$ cat src/rtl/id_ex_stage_if.sv
// id_ex_stage_if
// Bundles the signals between decode, the ID/EX register and the EX stage.
//   master : decode / hazard / forwarding-source side (drives stall, flush,
//            id_*, exm_*, wb_*; observes ex_* and load_use_stall)
//   slave  : the id_ex_stage block itself
interface id_ex_stage_if #(
  parameter int DATA_W = 64,
  parameter int RA_W   = 5
);
  logic              stall;
  logic              flush;
  logic              id_valid;
  logic [DATA_W-1:0] id_pc;
  logic [DATA_W-1:0] id_rs1_data;
  logic [DATA_W-1:0] id_rs2_data;
  logic [DATA_W-1:0] id_imm;
  logic [RA_W-1:0]   id_rs1;
  logic [RA_W-1:0]   id_rs2;
  logic [RA_W-1:0]   id_rd;
  logic [1:0]        id_aluop;
  logic [2:0]        id_funct3;
  logic              id_funct7_b5;
  logic              id_alusrc;
  logic              id_branch;
  logic              id_memread;
  logic              id_memwrite;
  logic              id_memtoreg;
  logic              id_regwrite;
  logic              exm_regwrite;
  logic [RA_W-1:0]   exm_rd;
  logic [DATA_W-1:0] exm_result;
  logic              wb_regwrite;
  logic [RA_W-1:0]   wb_rd;
  logic [DATA_W-1:0] wb_result;
  logic              ex_valid;
  logic [DATA_W-1:0] ex_alu_a;
  logic [DATA_W-1:0] ex_alu_b;
  logic [3:0]        ex_alu_ctrl;
  logic [2:0]        ex_funct3;
  logic [DATA_W-1:0] ex_store_data;
  logic [DATA_W-1:0] ex_pc;
  logic [DATA_W-1:0] ex_imm;
  logic [RA_W-1:0]   ex_rd;
  logic              ex_branch;
  logic              ex_memread;
  logic              ex_memwrite;
  logic              ex_memtoreg;
  logic              ex_regwrite;
  logic [1:0]        ex_fwd_a;
  logic [1:0]        ex_fwd_b;
  logic              load_use_stall;

  modport master (
    output stall, flush, id_valid, id_pc, id_rs1_data, id_rs2_data, id_imm,
           id_rs1, id_rs2, id_rd, id_aluop, id_funct3, id_funct7_b5,
           id_alusrc, id_branch, id_memread, id_memwrite, id_memtoreg,
           id_regwrite, exm_regwrite, exm_rd, exm_result,
           wb_regwrite, wb_rd, wb_result,
    input  ex_valid, ex_alu_a, ex_alu_b, ex_alu_ctrl, ex_funct3,
           ex_store_data, ex_pc, ex_imm, ex_rd, ex_branch, ex_memread,
           ex_memwrite, ex_memtoreg, ex_regwrite, ex_fwd_a, ex_fwd_b,
           load_use_stall
  );

  modport slave (
    input  stall, flush, id_valid, id_pc, id_rs1_data, id_rs2_data, id_imm,
           id_rs1, id_rs2, id_rd, id_aluop, id_funct3, id_funct7_b5,
           id_alusrc, id_branch, id_memread, id_memwrite, id_memtoreg,
           id_regwrite, exm_regwrite, exm_rd, exm_result,
           wb_regwrite, wb_rd, wb_result,
    output ex_valid, ex_alu_a, ex_alu_b, ex_alu_ctrl, ex_funct3,
           ex_store_data, ex_pc, ex_imm, ex_rd, ex_branch, ex_memread,
           ex_memwrite, ex_memtoreg, ex_regwrite, ex_fwd_a, ex_fwd_b,
           load_use_stall
  );
endinterface

$ cat src/rtl/id_ex_stage.sv
// id_ex_stage
// ID/EX pipeline register with EX-side operand preparation feeding the ALU.
// Ports:
//   clk   - rising-edge clock
//   reset - asynchronous, active-high; clears every registered field
//   bus   - id_ex_stage_if.slave: stall/flush, decoded id_* fields,
//           EX/MEM and MEM/WB forwarding sources, registered ex_* outputs,
//           forwarding selects and the load-use stall request
// Configuration macro: ID_EX_FORWARD_EN
//   defined   - operands forwarded from EX/MEM (priority) then MEM/WB
//   undefined - operands come straight from the registered register-file
//               data, forwarding selects stay 00, exm_*/wb_* are ignored
module id_ex_stage #(
  parameter int DATA_W = 64,
  parameter int RA_W   = 5
) (
  input logic         clk,
  input logic         reset,
  id_ex_stage_if.slave bus
);

  typedef struct packed {
    logic              vld;
    logic [DATA_W-1:0] pc;
    logic [DATA_W-1:0] rs1_data;
    logic [DATA_W-1:0] rs2_data;
    logic [DATA_W-1:0] imm;
    logic [RA_W-1:0]   rs1;
    logic [RA_W-1:0]   rs2;
    logic [RA_W-1:0]   rd;
    logic [3:0]        alu_ctrl;
    logic [2:0]        funct3;
    logic              alusrc;
    logic              branch;
    logic              memread;
    logic              memwrite;
    logic              memtoreg;
    logic              regwrite;
  } ex_fields_t;

  localparam logic [3:0] ALU_AND = 4'b0000;
  localparam logic [3:0] ALU_OR  = 4'b0001;
  localparam logic [3:0] ALU_ADD = 4'b0010;
  localparam logic [3:0] ALU_SUB = 4'b0110;
  localparam logic [3:0] ALU_SLL = 4'b1000;
  localparam logic [3:0] ALU_NOP = 4'b1111;

  // b5 only selects SUB for R-type; I-type addi ignores it.
  function automatic logic [3:0] alu_ctrl_dec(input logic [1:0] aluop,
                                              input logic [2:0] funct3,
                                              input logic       b5);
    logic [3:0] ctrl;
    ctrl = ALU_NOP;
    case (aluop)
      2'b00: ctrl = ALU_ADD;
      2'b01: ctrl = ALU_SUB;
      default: begin
        case (funct3)
          3'b000:  ctrl = (aluop == 2'b10 && b5) ? ALU_SUB : ALU_ADD;
          3'b111:  ctrl = ALU_AND;
          3'b110:  ctrl = ALU_OR;
          3'b001:  ctrl = ALU_SLL;
          default: ctrl = ALU_NOP;
        endcase
      end
    endcase
    return ctrl;
  endfunction

  ex_fields_t        r_ex_p1;
  logic [1:0]        w_fwd_a;
  logic [1:0]        w_fwd_b;
  logic [DATA_W-1:0] w_rs1_val;
  logic [DATA_W-1:0] w_rs2_val;

  // ---- stage p1: ID/EX register (flush beats stall) ----
  always_ff @(posedge clk or posedge reset) begin
    if (reset) begin
      r_ex_p1 <= '0;
    end else if (bus.flush) begin
      r_ex_p1 <= '0;
    end else if (!bus.stall) begin
      r_ex_p1.vld      <= bus.id_valid;
      r_ex_p1.pc       <= bus.id_pc;
      r_ex_p1.rs1_data <= bus.id_rs1_data;
      r_ex_p1.rs2_data <= bus.id_rs2_data;
      r_ex_p1.imm      <= bus.id_imm;
      r_ex_p1.rs1      <= bus.id_rs1;
      r_ex_p1.rs2      <= bus.id_rs2;
      r_ex_p1.rd       <= bus.id_rd;
      r_ex_p1.alu_ctrl <= alu_ctrl_dec(bus.id_aluop, bus.id_funct3, bus.id_funct7_b5);
      r_ex_p1.funct3   <= bus.id_funct3;
      r_ex_p1.alusrc   <= bus.id_alusrc;
      r_ex_p1.memtoreg <= bus.id_memtoreg;
      // Side-effecting controls are qualified so an empty slot never writes.
      r_ex_p1.branch   <= bus.id_branch   & bus.id_valid;
      r_ex_p1.memread  <= bus.id_memread  & bus.id_valid;
      r_ex_p1.memwrite <= bus.id_memwrite & bus.id_valid;
      r_ex_p1.regwrite <= bus.id_regwrite & bus.id_valid;
    end
  end

  // ---- EX side: operand forwarding from registered rs1/rs2 ----
`ifdef ID_EX_FORWARD_EN
  always_comb begin
    w_fwd_a = 2'b00;
    if (bus.exm_regwrite && bus.exm_rd != '0 && bus.exm_rd == r_ex_p1.rs1)
      w_fwd_a = 2'b10;
    else if (bus.wb_regwrite && bus.wb_rd != '0 && bus.wb_rd == r_ex_p1.rs1)
      w_fwd_a = 2'b01;
  end

  always_comb begin
    w_fwd_b = 2'b00;
    if (bus.exm_regwrite && bus.exm_rd != '0 && bus.exm_rd == r_ex_p1.rs2)
      w_fwd_b = 2'b10;
    else if (bus.wb_regwrite && bus.wb_rd != '0 && bus.wb_rd == r_ex_p1.rs2)
      w_fwd_b = 2'b01;
  end

  always_comb begin
    case (w_fwd_a)
      2'b10:   w_rs1_val = bus.exm_result;
      2'b01:   w_rs1_val = bus.wb_result;
      default: w_rs1_val = r_ex_p1.rs1_data;
    endcase
  end

  always_comb begin
    case (w_fwd_b)
      2'b10:   w_rs2_val = bus.exm_result;
      2'b01:   w_rs2_val = bus.wb_result;
      default: w_rs2_val = r_ex_p1.rs2_data;
    endcase
  end
`else
  logic w_unused_fwd;
  assign w_fwd_a   = 2'b00;
  assign w_fwd_b   = 2'b00;
  assign w_rs1_val = r_ex_p1.rs1_data;
  assign w_rs2_val = r_ex_p1.rs2_data;
  // Forwarding sources and registered source addresses have no consumer here.
  assign w_unused_fwd = ^{bus.exm_regwrite, bus.exm_rd, bus.exm_result,
                          bus.wb_regwrite, bus.wb_rd, bus.wb_result,
                          r_ex_p1.rs1, r_ex_p1.rs2};
`endif

  assign bus.ex_valid      = r_ex_p1.vld;
  assign bus.ex_alu_a      = w_rs1_val;
  assign bus.ex_alu_b      = r_ex_p1.alusrc ? r_ex_p1.imm : w_rs2_val;
  assign bus.ex_alu_ctrl   = r_ex_p1.alu_ctrl;
  assign bus.ex_funct3     = r_ex_p1.funct3;
  assign bus.ex_store_data = w_rs2_val;
  assign bus.ex_pc         = r_ex_p1.pc;
  assign bus.ex_imm        = r_ex_p1.imm;
  assign bus.ex_rd         = r_ex_p1.rd;
  assign bus.ex_branch     = r_ex_p1.branch;
  assign bus.ex_memread    = r_ex_p1.memread;
  assign bus.ex_memwrite   = r_ex_p1.memwrite;
  assign bus.ex_memtoreg   = r_ex_p1.memtoreg;
  assign bus.ex_regwrite   = r_ex_p1.regwrite;
  assign bus.ex_fwd_a      = w_fwd_a;
  assign bus.ex_fwd_b      = w_fwd_b;

  // A load in EX whose destination is read by the instruction in decode.
  assign bus.load_use_stall = r_ex_p1.vld & r_ex_p1.memread & (r_ex_p1.rd != '0) &
                              bus.id_valid &
                              ((r_ex_p1.rd == bus.id_rs1) | (r_ex_p1.rd == bus.id_rs2));

endmodule

$ cat src/flat_wrapper.sv
// flat-port wrapper written by rule: the top's interface ports become plain ports
module id_ex_stage_flat 
#(
  parameter int DATA_W = 64,
  parameter int RA_W   = 5
)
  (clk, reset, bus_stall, bus_flush, bus_id_valid, bus_id_pc, bus_id_rs1_data, bus_id_rs2_data, bus_id_imm, bus_id_rs1, bus_id_rs2, bus_id_rd, bus_id_aluop, bus_id_funct3, bus_id_funct7_b5, bus_id_alusrc, bus_id_branch, bus_id_memread, bus_id_memwrite, bus_id_memtoreg, bus_id_regwrite, bus_exm_regwrite, bus_exm_rd, bus_exm_result, bus_wb_regwrite, bus_wb_rd, bus_wb_result, bus_ex_valid, bus_ex_alu_a, bus_ex_alu_b, bus_ex_alu_ctrl, bus_ex_funct3, bus_ex_store_data, bus_ex_pc, bus_ex_imm, bus_ex_rd, bus_ex_branch, bus_ex_memread, bus_ex_memwrite, bus_ex_memtoreg, bus_ex_regwrite, bus_ex_fwd_a, bus_ex_fwd_b, bus_load_use_stall);
  id_ex_stage_if #(.DATA_W(DATA_W), .RA_W(RA_W)) bus_i ();
  input logic clk;
  input logic reset;
  input wire logic [$bits(bus_i.stall)-1:0] bus_stall;
  input wire logic [$bits(bus_i.flush)-1:0] bus_flush;
  input wire logic [$bits(bus_i.id_valid)-1:0] bus_id_valid;
  input wire logic [$bits(bus_i.id_pc)-1:0] bus_id_pc;
  input wire logic [$bits(bus_i.id_rs1_data)-1:0] bus_id_rs1_data;
  input wire logic [$bits(bus_i.id_rs2_data)-1:0] bus_id_rs2_data;
  input wire logic [$bits(bus_i.id_imm)-1:0] bus_id_imm;
  input wire logic [$bits(bus_i.id_rs1)-1:0] bus_id_rs1;
  input wire logic [$bits(bus_i.id_rs2)-1:0] bus_id_rs2;
  input wire logic [$bits(bus_i.id_rd)-1:0] bus_id_rd;
  input wire logic [$bits(bus_i.id_aluop)-1:0] bus_id_aluop;
  input wire logic [$bits(bus_i.id_funct3)-1:0] bus_id_funct3;
  input wire logic [$bits(bus_i.id_funct7_b5)-1:0] bus_id_funct7_b5;
  input wire logic [$bits(bus_i.id_alusrc)-1:0] bus_id_alusrc;
  input wire logic [$bits(bus_i.id_branch)-1:0] bus_id_branch;
  input wire logic [$bits(bus_i.id_memread)-1:0] bus_id_memread;
  input wire logic [$bits(bus_i.id_memwrite)-1:0] bus_id_memwrite;
  input wire logic [$bits(bus_i.id_memtoreg)-1:0] bus_id_memtoreg;
  input wire logic [$bits(bus_i.id_regwrite)-1:0] bus_id_regwrite;
  input wire logic [$bits(bus_i.exm_regwrite)-1:0] bus_exm_regwrite;
  input wire logic [$bits(bus_i.exm_rd)-1:0] bus_exm_rd;
  input wire logic [$bits(bus_i.exm_result)-1:0] bus_exm_result;
  input wire logic [$bits(bus_i.wb_regwrite)-1:0] bus_wb_regwrite;
  input wire logic [$bits(bus_i.wb_rd)-1:0] bus_wb_rd;
  input wire logic [$bits(bus_i.wb_result)-1:0] bus_wb_result;
  output wire logic [$bits(bus_i.ex_valid)-1:0] bus_ex_valid;
  output wire logic [$bits(bus_i.ex_alu_a)-1:0] bus_ex_alu_a;
  output wire logic [$bits(bus_i.ex_alu_b)-1:0] bus_ex_alu_b;
  output wire logic [$bits(bus_i.ex_alu_ctrl)-1:0] bus_ex_alu_ctrl;
  output wire logic [$bits(bus_i.ex_funct3)-1:0] bus_ex_funct3;
  output wire logic [$bits(bus_i.ex_store_data)-1:0] bus_ex_store_data;
  output wire logic [$bits(bus_i.ex_pc)-1:0] bus_ex_pc;
  output wire logic [$bits(bus_i.ex_imm)-1:0] bus_ex_imm;
  output wire logic [$bits(bus_i.ex_rd)-1:0] bus_ex_rd;
  output wire logic [$bits(bus_i.ex_branch)-1:0] bus_ex_branch;
  output wire logic [$bits(bus_i.ex_memread)-1:0] bus_ex_memread;
  output wire logic [$bits(bus_i.ex_memwrite)-1:0] bus_ex_memwrite;
  output wire logic [$bits(bus_i.ex_memtoreg)-1:0] bus_ex_memtoreg;
  output wire logic [$bits(bus_i.ex_regwrite)-1:0] bus_ex_regwrite;
  output wire logic [$bits(bus_i.ex_fwd_a)-1:0] bus_ex_fwd_a;
  output wire logic [$bits(bus_i.ex_fwd_b)-1:0] bus_ex_fwd_b;
  output wire logic [$bits(bus_i.load_use_stall)-1:0] bus_load_use_stall;
  assign bus_i.stall = bus_stall;
  assign bus_i.flush = bus_flush;
  assign bus_i.id_valid = bus_id_valid;
  assign bus_i.id_pc = bus_id_pc;
  assign bus_i.id_rs1_data = bus_id_rs1_data;
  assign bus_i.id_rs2_data = bus_id_rs2_data;
  assign bus_i.id_imm = bus_id_imm;
  assign bus_i.id_rs1 = bus_id_rs1;
  assign bus_i.id_rs2 = bus_id_rs2;
  assign bus_i.id_rd = bus_id_rd;
  assign bus_i.id_aluop = bus_id_aluop;
  assign bus_i.id_funct3 = bus_id_funct3;
  assign bus_i.id_funct7_b5 = bus_id_funct7_b5;
  assign bus_i.id_alusrc = bus_id_alusrc;
  assign bus_i.id_branch = bus_id_branch;
  assign bus_i.id_memread = bus_id_memread;
  assign bus_i.id_memwrite = bus_id_memwrite;
  assign bus_i.id_memtoreg = bus_id_memtoreg;
  assign bus_i.id_regwrite = bus_id_regwrite;
  assign bus_i.exm_regwrite = bus_exm_regwrite;
  assign bus_i.exm_rd = bus_exm_rd;
  assign bus_i.exm_result = bus_exm_result;
  assign bus_i.wb_regwrite = bus_wb_regwrite;
  assign bus_i.wb_rd = bus_wb_rd;
  assign bus_i.wb_result = bus_wb_result;
  assign bus_ex_valid = bus_i.ex_valid;
  assign bus_ex_alu_a = bus_i.ex_alu_a;
  assign bus_ex_alu_b = bus_i.ex_alu_b;
  assign bus_ex_alu_ctrl = bus_i.ex_alu_ctrl;
  assign bus_ex_funct3 = bus_i.ex_funct3;
  assign bus_ex_store_data = bus_i.ex_store_data;
  assign bus_ex_pc = bus_i.ex_pc;
  assign bus_ex_imm = bus_i.ex_imm;
  assign bus_ex_rd = bus_i.ex_rd;
  assign bus_ex_branch = bus_i.ex_branch;
  assign bus_ex_memread = bus_i.ex_memread;
  assign bus_ex_memwrite = bus_i.ex_memwrite;
  assign bus_ex_memtoreg = bus_i.ex_memtoreg;
  assign bus_ex_regwrite = bus_i.ex_regwrite;
  assign bus_ex_fwd_a = bus_i.ex_fwd_a;
  assign bus_ex_fwd_b = bus_i.ex_fwd_b;
  assign bus_load_use_stall = bus_i.load_use_stall;
  id_ex_stage #(.DATA_W(DATA_W), .RA_W(RA_W)) u_core (.clk(clk), .reset(reset), .bus(bus_i));
endmodule
$ cat config.mk
export PLATFORM = sky130hd
export DESIGN_NAME = id_ex_stage_flat
export DESIGN_NICKNAME = d
export VERILOG_FILES = /design/src/rtl/id_ex_stage_if.sv /design/src/rtl/id_ex_stage.sv /design/src/flat_wrapper.sv
export SDC_FILE = /design/constraint.sdc
export NUM_CORES = 1
export LEC_CHECK = 0
export BUFFER_PORTS_ARGS = -buffer_cell sky130_fd_sc_hd__buf_2
export CORE_AREA = 2 2 296 298
export CTS_BUF_LIST = sky130_fd_sc_hd__clkbuf_4 sky130_fd_sc_hd__clkbuf_8
export DETAILED_ROUTE_END_ITERATION = 12
export DIE_AREA = 0 0 298 300
export GPL_ROUTABILITY_DRIVEN = 0
export PLACE_DENSITY = 0.36
export SLEW_MARGIN = 5
export SYNTH_ARGS = -nofsm -noshare
export SYNTH_HDL_FRONTEND = slang
export SYNTH_SLANG_ARGS = --single-unit
$ cat constraint.sdc
create_clock -name clk -period 19.4 [get_ports clk]
set_input_delay 0.97 -clock clk [delete_from_list [all_inputs] [get_ports clk]]
set_output_delay 0.97 -clock clk [all_outputs]
set_load 0.02 [all_outputs]
==> results.json <==
{
  "power_density_nw_per_um2": 86.1,
  "ys_types": 24,
  "setup_violations": 0,
  "holdBufCountCts": 0,
  "io_buffers": 626,
  "drc_errors": 0,
  "async_reset_ff_share_pct": 100,
  "final_util_pct": 20.2,
  "area.growth.synth_to_final_pct": 24.9,
  "pin_count": 771,
  "gr-total-overflow": 0,
  "fmaxAchievable_mhz": 292,
  "grt_use_total_pct": 9.40,
  "endpoint_kind": "output port",
  "cts_root_buf": "clkbuf_8",
  "synth_top_area_share_pct": 49.3,
  "cts_sinks": 275,
  "dieArea_um2": 89400,
  "finalHoldViolCount": 0,
  "holdCritPathClass": "input port to asynchronous set/reset pin",
  "rsz0062_at_grt": "false",
  "drt_wl_total_mm": 43.7,
  "clkLatencyLatePin_ns": 0.64,
  "worst_slew_pin_slew_ns": 0.978,
  "syn_area_per_cell_um2": 11.0,
  "synth_area_um2": 14000,
  "synth_compound_area_share_pct": 0.591,
  "synth_fa_ha_area_share_pct": 0,
  "grt_max_degree": 115,
  "multiInputGateArea_um2": 4700,
  "critical_path_required_ns": 18.43,
  "synthXorXnorAreaFrac_pct": 0.627,
  "ant_nets": 0,
  "crit_type": "flop to output port",
  "clk_pin_slew_ns": 0.06,
  "p_leak_nw": 9.69,
  "nets": 2053,
  "synth_top_family_by_area": "multiplexers",
  "drtIter0Drc": 371,
  "grt_pass1_vias": 10377,
  "die_x_um": 298,
  "startpoint_type": "flop",
  "ir_worst_vdd_v": 0.0000439,
  "drtPass1Iterations": 4,
  "coreArea_um2": 86200,
  "synth_enable_flop_cells": 0,
  "avgRoutedWirePerCell_um": 15.5,
  "seqCellArea_um2": 6890,
  "vias": 9827,
  "path_max_fanout": 5,
  "period_share_pct": 17.7,
  "htreeDepth": 2,
  "vias_per_cell": 3.48,
  "numCtsBuffers": 55,
  "outcome": "completed",
  "ys_ff_latch": 275,
  "synth_mux_area_share_pct": 24.3,
  "synth.most_common_cell": "buf_4",
  "seq_area_frac_synth_pct": 49.3,
  "worst-endpoint-arrival_ns": 2.46,
  "num_rows": 108,
  "dp_hpwl_mm": 31.2,
  "initial_core_util_pct": 16.2,
  "yosys_warnings": 0,
  "skew_ns": 0,
  "cts_tree": "built",
  "cts_resized": 0,
  "antenna_found_initial": 5,
  "synth_commonest_cells": "282 x buf_4, 278 x nor2_1, 275 x dfrtp_1",
  "die_h_um": 300,
  "setup_tns_ns": 0,
  "grt_pass1_wl_mm": 65.4,
  "post_cts_buffers": 0,
  "synth_ff_type": "dfrtp_1",
  "cap_violations": 0,
  "min_period_ns": 3.43,
  "drive_gt1_share_pct": 48.0,
  "synth_area_leaders": "dfrtp_1 49%, mux2i_1 19%, buf_4 15%",
  "max_slew_margin_pct": 34.8,
  "slew_violations": 0,
  "yosysTopAreaCell": "dfrtp_1",
  "synth_cells": 1270,
  "fillerInstances": 9623,
  "yosys.area_share.simple_pct": 8.05,
  "cts_max_path_buffers": 3
}
-- cell type report --
| class | count | share of cell area, % |
|---|---|---|
| inverter | 4 | 0.129 |
| sequential | 275 | 39.5 |
| clock inverter | 7 | 0.280 |
| antenna | 3 | 0.0430 |
| clock buffer | 91 | 6.32 |
| multi-input combinational | 653 | 27.0 |
| tap | 1155 | 8.29 |
| timing repair buffer | 636 | 18.5 |
-- registers in the layout, indices dropped and copies added (netlist names), 3 cells and up --
signal,count
u_core.bus.ex_alu_a,64
u_core.bus.ex_funct3,3
u_core.bus.ex_rd,5
u_core.bus.ex_alu_ctrl,4
u_core.bus.ex_pc,64
u_core.bus.ex_store_data,64
u_core.bus.ex_imm,64
-- placed cells by master (no fill, tap or decap), types with 2 or more instances in the layout --
| cell type | instances |
|---|---|
| buf_2 | 624 |
| nor2_1 | 278 |
| dfrtp_1 | 274 |
| mux2i_1 | 267 |
| clkbuf_8 | 67 |
| mux2_2 | 64 |
| clkbuf_4 | 24 |
| buf_4 | 10 |
| nand2_1 | 8 |
| a21oi_1 | 7 |
| xor2_1 | 6 |
| xnor2_1 | 4 |
| nand3_1 | 4 |
| conb_1 | 4 |
| clkinv_2 | 4 |
| diode_2 | 3 |
| inv_1 | 3 |
| nor3_1 | 2 |
| inv_8 | 2 |
| a221oi_1 | 2 |
| inv_6 | 2 |
| buf_8 | 2 |
-- worst paths after layout --
path | startpoint | endpoint | slack [ns] | depth (start not counted)
worst max-delay path | u_core.bus.ex_rd[0] | bus_load_use_stall | 15.97 | 4
worst min-delay path | reset | u_core.bus.ex_pc[58] | 0.51 | 2
max in group asynchronous | reset | u_core.r_ex_p1[5] | 16.92 | 4
worst max register to register | u_core.r_ex_p1[5] | u_core.r_ex_p1[5] | 17.99 | 2
min in group clk | u_core.bus.ex_alu_a[47] | u_core.bus.ex_alu_a[47] | 0.51 | 2
worst min register to register | u_core.bus.ex_alu_a[47] | u_core.bus.ex_alu_a[47] | 0.51 | 2
-- worst max-delay path, cell delays in order, from the launching register on --
cell,delay (ns)
dfrtp_1,0.45
or4_1,0.64
o2111ai_1,0.46
a21oi_1,0.08
buf_2,0.18
-- kinds of logic after synthesis --
group	count (synthesis)
buffers and inverters	345
multiplexers	331
AND/OR/NAND/NOR	295
flip-flops	275
AO/OA/AOI/OAI	13
XOR/XNOR	10
other	1
-- metal layers --
layer	vias to the layer above	global-route usage [%]	share of wire, %
met5	-	0	0.055
met4	4	3.19	2.9
met3	84	3.19	8.2
met2	403	16.4	50
met1	4723	10.7	39
li1	4613	-	-
-- power breakdown --
group | leakage [nW] | switching [mW] | total (mW) | internal (mW)
combinational | 5.42 | 0.144 | 0.239 | 0.0945
sequential | 3.65 | 0.0277 | 0.634 | 0.606
clock | 0.623 | 0.271 | 0.628 | 0.357
total | 9.69 | 0.443 | 1.50 | 1.06
-- per-stage QoR --
| step | std cells | area (um2) | power, mW | setup WS (ns) | hold slack (ns) |
|---|---|---|---|---|---|
| after floorplan | 1273 | 14000 | 0.829 | 10.85 | 0.477 |
| after global placement | 2723 | 16300 | 0.888 | 15.54 | 0.498 |
| after detailed placement | 2723 | 16300 | 0.889 | 15.51 | 0.509 |
| after CTS | 2821 | 17400 | 1.55 | 15.78 | 0.458 |
| after global routing | 2824 | 17400 | 1.59 | 15.74 | 0.489 |
| final | 2824 | 17400 | 1.50 | 15.97 | 0.510 |
No activity file was read; power rests on OpenSTA's default activity.
